File: config.mk
export PLATFORM = sky130hd
export DESIGN_NAME = drop_sequencer
export DESIGN_NICKNAME = d
export VERILOG_FILES = /design/src/rtl/drop_sequencer.sv
export SDC_FILE = /design/constraint.sdc
export NUM_CORES = 1
export LEC_CHECK = 0
export BUFFER_PORTS_ARGS = -buffer_cell sky130_fd_sc_hd__buf_2
export CAP_MARGIN = 10
export CORE_MARGIN = 5
export CORE_UTILIZATION = 44
export CTS_CLUSTER_SIZE = 28
export DETAILED_ROUTE_END_ITERATION = 10
export PLACE_DENSITY_LB_ADDON = 0.08
export SLEW_MARGIN = 10
export SYNTH_ARGS = -nofsm -noshare
export SYNTH_HDL_FRONTEND = slang
export SYNTH_SLANG_ARGS = --single-unit
File: constraint.sdc
create_clock -name clk -period 2.7 [get_ports clk]
set_input_delay 0.405 -clock clk [delete_from_list [all_inputs] [get_ports clk]]
set_output_delay 0.405 -clock clk [all_outputs]
set_load 0.005 [all_outputs]
File: src/rtl/drop_sequencer.sv
// Paces sand drops into the sandpile grid: waits an interval, samples candidate
// coordinates with bounded retries, issues over valid/ready, then waits for the grid to settle.
module drop_sequencer #(
  parameter int COORD_W   = 9,
  parameter int CNT_W     = 16,
  parameter int MAX_RETRY = 7
) (
  input  logic               clk,
  input  logic               rst,
  input  logic               enable,
  input  logic               step,
  input  logic [CNT_W-1:0]   interval,
  input  logic [COORD_W-1:0] resolution,
  input  logic [COORD_W-1:0] cand_x,
  input  logic [COORD_W-1:0] cand_y,
  output logic               drop_valid,
  input  logic               drop_ready,
  output logic [COORD_W-1:0] drop_x,
  output logic [COORD_W-1:0] drop_y,
  input  logic               grid_busy,
  output logic               busy,
  output logic [CNT_W-1:0]   drop_count,
  output logic               retry_fail,
  output logic [2:0]         state_dbg
);

  // Handshake: drop_valid rises in ISSUE and stays high with drop_x/drop_y frozen
  // until a clock edge sees drop_valid && drop_ready; drop_ready alone means nothing.

  localparam int RW = $clog2(MAX_RETRY + 1);
  localparam logic [RW-1:0] RETRY_LAST = RW'(MAX_RETRY - 1);

  typedef enum logic [2:0] {
    IDLE   = 3'd0,
    WAIT   = 3'd1,
    SAMPLE = 3'd2,
    ISSUE  = 3'd3,
    SETTLE = 3'd4
  } state_t;

  state_t             state, state_next;
  logic [CNT_W-1:0]   timer, timer_next;
  logic [RW-1:0]      retry_cnt, retry_next;
  logic               settle_first, first_next;
  logic [COORD_W-1:0] x_next, y_next;
  logic [CNT_W-1:0]   count_next;
  logic               fail_next;
  logic               cand_ok;

  assign cand_ok    = (cand_x < resolution) && (cand_y < resolution);
  assign drop_valid = (state == ISSUE);
  assign busy       = (state != IDLE);
  assign state_dbg  = state;

  always_ff @(posedge clk) begin
    if (rst) begin
      state        <= IDLE;
      timer        <= '0;
      retry_cnt    <= '0;
      settle_first <= 1'b0;
      drop_x       <= '0;
      drop_y       <= '0;
      drop_count   <= '0;
      retry_fail   <= 1'b0;
    end else begin
      state        <= state_next;
      timer        <= timer_next;
      retry_cnt    <= retry_next;
      settle_first <= first_next;
      drop_x       <= x_next;
      drop_y       <= y_next;
      drop_count   <= count_next;
      retry_fail   <= fail_next;
    end
  end

  always_comb begin
    state_next = state;
    timer_next = timer;
    retry_next = retry_cnt;
    first_next = settle_first;
    x_next     = drop_x;
    y_next     = drop_y;
    count_next = drop_count;
    fail_next  = 1'b0;
    case (state)
      IDLE: begin
        if (enable) begin
          timer_next = interval;
          state_next = WAIT;
        end else if (step) begin
          state_next = SAMPLE;
        end
      end
      WAIT: begin
        if (!enable)             state_next = IDLE;
        else if (timer == '0)    state_next = SAMPLE;
        else                     timer_next = timer - CNT_W'(1);
      end
      SAMPLE: begin
        x_next = cand_x;
        y_next = cand_y;
        if (cand_ok) begin
          retry_next = '0;
          state_next = ISSUE;
        end else if (retry_cnt == RETRY_LAST) begin
          // Give up on this drop; the pacing timer restarts as if it had been issued.
          fail_next  = 1'b1;
          retry_next = '0;
          if (enable) begin
            timer_next = interval;
            state_next = WAIT;
          end else begin
            state_next = IDLE;
          end
        end else begin
          retry_next = retry_cnt + RW'(1);
        end
      end
      ISSUE: begin
        if (drop_ready) begin
          if (drop_count != '1) count_next = drop_count + CNT_W'(1);
          first_next = 1'b1;
          state_next = SETTLE;
        end
      end
      SETTLE: begin
        // The grid may take a cycle to raise grid_busy after accepting the drop.
        if (settle_first) begin
          first_next = 1'b0;
        end else if (!grid_busy) begin
          if (enable) begin
            timer_next = interval;
            state_next = WAIT;
          end else begin
            state_next = IDLE;
          end
        end
      end
      default: state_next = IDLE;
    endcase
  end

endmodule

==> impl_metrics.csv <==
group,metric,value,unit
worst_setup_path,r2r-start,"timer[0]",
place,portBuffers,88,
cts,root_buffer,"clkbuf_8",
yosys,synth-main-ff-cell,"dfxtp_1",
grt,grt_pass1_wl,15.1,mm
grt,gr-total-overflow,0,
layout,area_growth,20.7,%
place,preCtsSetupSlack,0.167,ns
detailed_routing,drc,0,
yosys,syn_area,3410,µm²
job,maxCapViolations,0,
detailed_routing,drtIter0Drc,118,
sta,min_period,2.19,ns
place,place_congestion,0.841,
die,core.rowCount,32,
layout,n_fill_cell,792,
cts,clk_pin_slew,0.07,ns
place,place_inst,593,
layout,seq_area,1160,µm²
yosys,yosysTopAreaCell,"dfxtp_1",
layout,fin_cells,609,
yosys,synth.top_cells.by_count,"dfxtp_1, nand2_1, a21oi_1, nor2_1",
worst_setup_path,r2r_end,"timer[0]",
min_path,holdPathEnd,"drop_x[0]",
yosys,ys_seq_area_frac,0.341,
power,power.leakage,1.74,nW
worst_setup_path,slowest_stage,"a2111oi_2",
grt,grt_start_max_net_pins,37,
die,pin_count,89,
cts,cts_sinks,58,
yosys,yosysWarnings,0,
yosys,yosysTopAreaCellShare,0.341,
sta,drv_slew,0,
worst_setup_path,start_kind,"input port",
status,status,"finished, final reports clean",
worst_setup_path,critical_path_class,"input port to flip-flop",
yosys,ys_top_cells_by_area,"dfxtp_1, ha_1, a21oi_1, nand2_1, a211oi_1",
worst_setup_path,worstRegToRegCells,8,
detailed_routing,wl,8.71,mm
sta,setup_viol,0,
worst_setup_path,cpLargestDelayFamily,"compound AO/OA/AOI/OAI gates",
die,die_w,98.0,µm
sta,hold_viol,0,
cts,cts_resized,0,
yosys,ys_types,64,
sta,relSlewSlack,0.529,
worst_setup_path,critPathBufInv,3,
sta,worst_pin_slew,0.706,ns
cts,cts_tree,"done",
worst_setup_path,r2r_slack,0.52,ns
worst_setup_path,crit_path_end_kind,"flip-flop",
cts,clk_latency,0.33,ns
yosys,yosysMostFrequentCell,"dfxtp_1",
worst_setup_path,path_cells,"buf_2 > inv_1 > ha_1 > a211oi_1 > o22ai_1 > a2111oi_2 > o311a_1 > buf_12 > a211oi_1 > a311o_1",
layout,diodes,0,
power,ir_drop,0.000278,V
yosys,ys_ff_latch,58,
power,p_per_area,705,nW/µm²
cts,clk_path_buf_depth,2,
detailed_routing,drt-pass1-iter-count,4,
worst_setup_path,crit_required,2.91,ns
sta,rsz0062_at_grt,"no",
yosys,syn_inst,420,
worst_setup_path,cp_max_fo,26,
sta,worst_slack,0.514,ns
yosys,async_flop_share,0,
sta,finalCritPeriodShare,0.810,
die,start_util,0.446,
cts,htree_levels,3,
die,dieArea,9610,µm²
min_path,hp-start,"cand_x[0]",
detailed_routing,viasPerCell,5.34,
worst_setup_path,cp.arrival,2.40,ns
sta,fin_tns_setup,0,ns
sta,max_clock_freq,457,MHz
detailed_routing,wl_per_cell,14.3,µm
cts,postCtsHoldBufs,0,
detailed_routing,ant_nets,0,
sta,skew,0.00703,ns
worst_setup_path,critPathMaxStageDelay,0.36,ns
min_path,hold_path.class,"input port to flip-flop",
grt,grt_pass1_vias,3142,
grt,track_usage,0.187,
cts,cts_buffers,9,
yosys,avgSynthCellArea,8.11,µm²
yosys,syn_nets,487,
die,die_h,98.0,µm
layout,multi_input_area,2050,µm²
place,dp_hpwl,6.35,mm
layout,finish.net_count,569,
cts,postCtsSetupBuffers,0,
yosys,synth_edf_count,0,
worst_setup_path,path_common_cell,"a211oi_1",
detailed_routing,vias,3255,
min_path,whs_path_depth,3,
grt,antenna_found_initial,0,
die,core_region_area,7650,µm²
layout,drive_above_1_share,0.254,
==> power by group <==
| part | switching, mW | internal (mW) |
|---|---|---|
| registers | 0.112 | 0.966 |
| clock network | 0.328 | 0.406 |
| logic | 0.629 | 0.457 |
| total | 1.07 | 1.83 |
==> state kept, by name, indices dropped and copies added (netlist names) <==
signal        flops
drop_count       16
drop_x            9
drop_y            9
retry_cnt         3
retry_fail        1
settle_first      1
state_dbg         3
timer            16
==> metrics by stage <==
step	util	hold slack (ns)	cell area [µm²]	power (mW)
5_1_grt	0.538	0.319	4110	3.13
6_report	0.538	0.324	4110	2.90
2_1_floorplan	-	0.453	3410	1.86
4_1_cts	0.538	0.309	4110	2.93
3_3_place_gp	0.514	0.440	3930	2.17
3_5_place_dp	0.514	0.445	3930	2.18
==> per-layer routing <==
metal | global-route usage | vias to the layer above | part of all wire | wire, µm
met3 | 0.0421 | 6 | 0.035 | 307
met2 | 0.294 | 46 | 0.48 | 4140
li1 | - | 1686 | - | -
met1 | 0.254 | 1517 | 0.48 | 4190
met5 | 0 | - | 0 | 0
met4 | 0.0639 | 0 | 0.0087 | 76
==> placed cells by master, fill, tap and decap left out, types with 6 or more instances in the layout <==
master / netlist / final
clkbuf_8: 0 / 12
o32ai_1: 14 / 14
ha_1: 18 / 18
buf_2: 4 / 88
inv_1: 14 / 14
buf_4: 3 / 11
nand2_1: 53 / 53
o21ai_0: 9 / 9
nor2_1: 36 / 36
a31oi_1: 6 / 6
nor3_1: 8 / 8
dfxtp_1: 58 / 58
a21oi_1: 40 / 40
a211oi_1: 18 / 18
nand3_1: 16 / 16
xor2_1: 11 / 11
nand2b_1: 16 / 16
nand4_1: 6 / 6
==> logic make-up (layout without fill, tap and decap cells) <==
kind of cell               count (synthesis)  count (layout)  share of synthesized area
AOI/OAI and AO/OA                        114             114                      0.232
xor gates and xnor gates                  15              15                     0.0385
adders and majority gates                 18              18                     0.0661
buffers and inverters                     43             130                     0.0591
DFF                                       58              58                      0.341
muxes                                      2               2                    0.00587
and+or+nand+nor                          170             170                      0.257
==> final cells by class <==
class,count,area share
Tap cell,102,0.0310
Multi-Input combinational cell,319,0.497
Inverter,14,0.0128
Clock buffer,14,0.0420
Sequential cell,58,0.282
Timing Repair Buffer,100,0.132
Clock inverter,2,0.00243
==> worst max path at each step <==
stage | end | depth (start not counted) | startpoint | slack (ns)
2_1_floorplan | timer[0] | 9 | resolution[6] | 0.52
3_3_place_gp | timer[0] | 10 | resolution[6] | 0.24
3_5_place_dp | timer[0] | 10 | resolution[6] | 0.17
4_1_cts | timer[0] | 10 | resolution[6] | 0.52
5_1_grt | timer[0] | 10 | resolution[6] | 0.34
6_report | timer[0] | 10 | resolution[6] | 0.51
==> worst reg2reg max path: cells and delay by family, from the launching register on <==
family                     cells  cell delay [ns]
adders and majority gates      1             0.23
AOI/OAI and AO/OA              2             0.65
and+or+nand+nor                4             0.70
DFF                            1             0.40
buffers and inverters          1             0.10
Note: power is estimated with default switching activity, not from simulation.
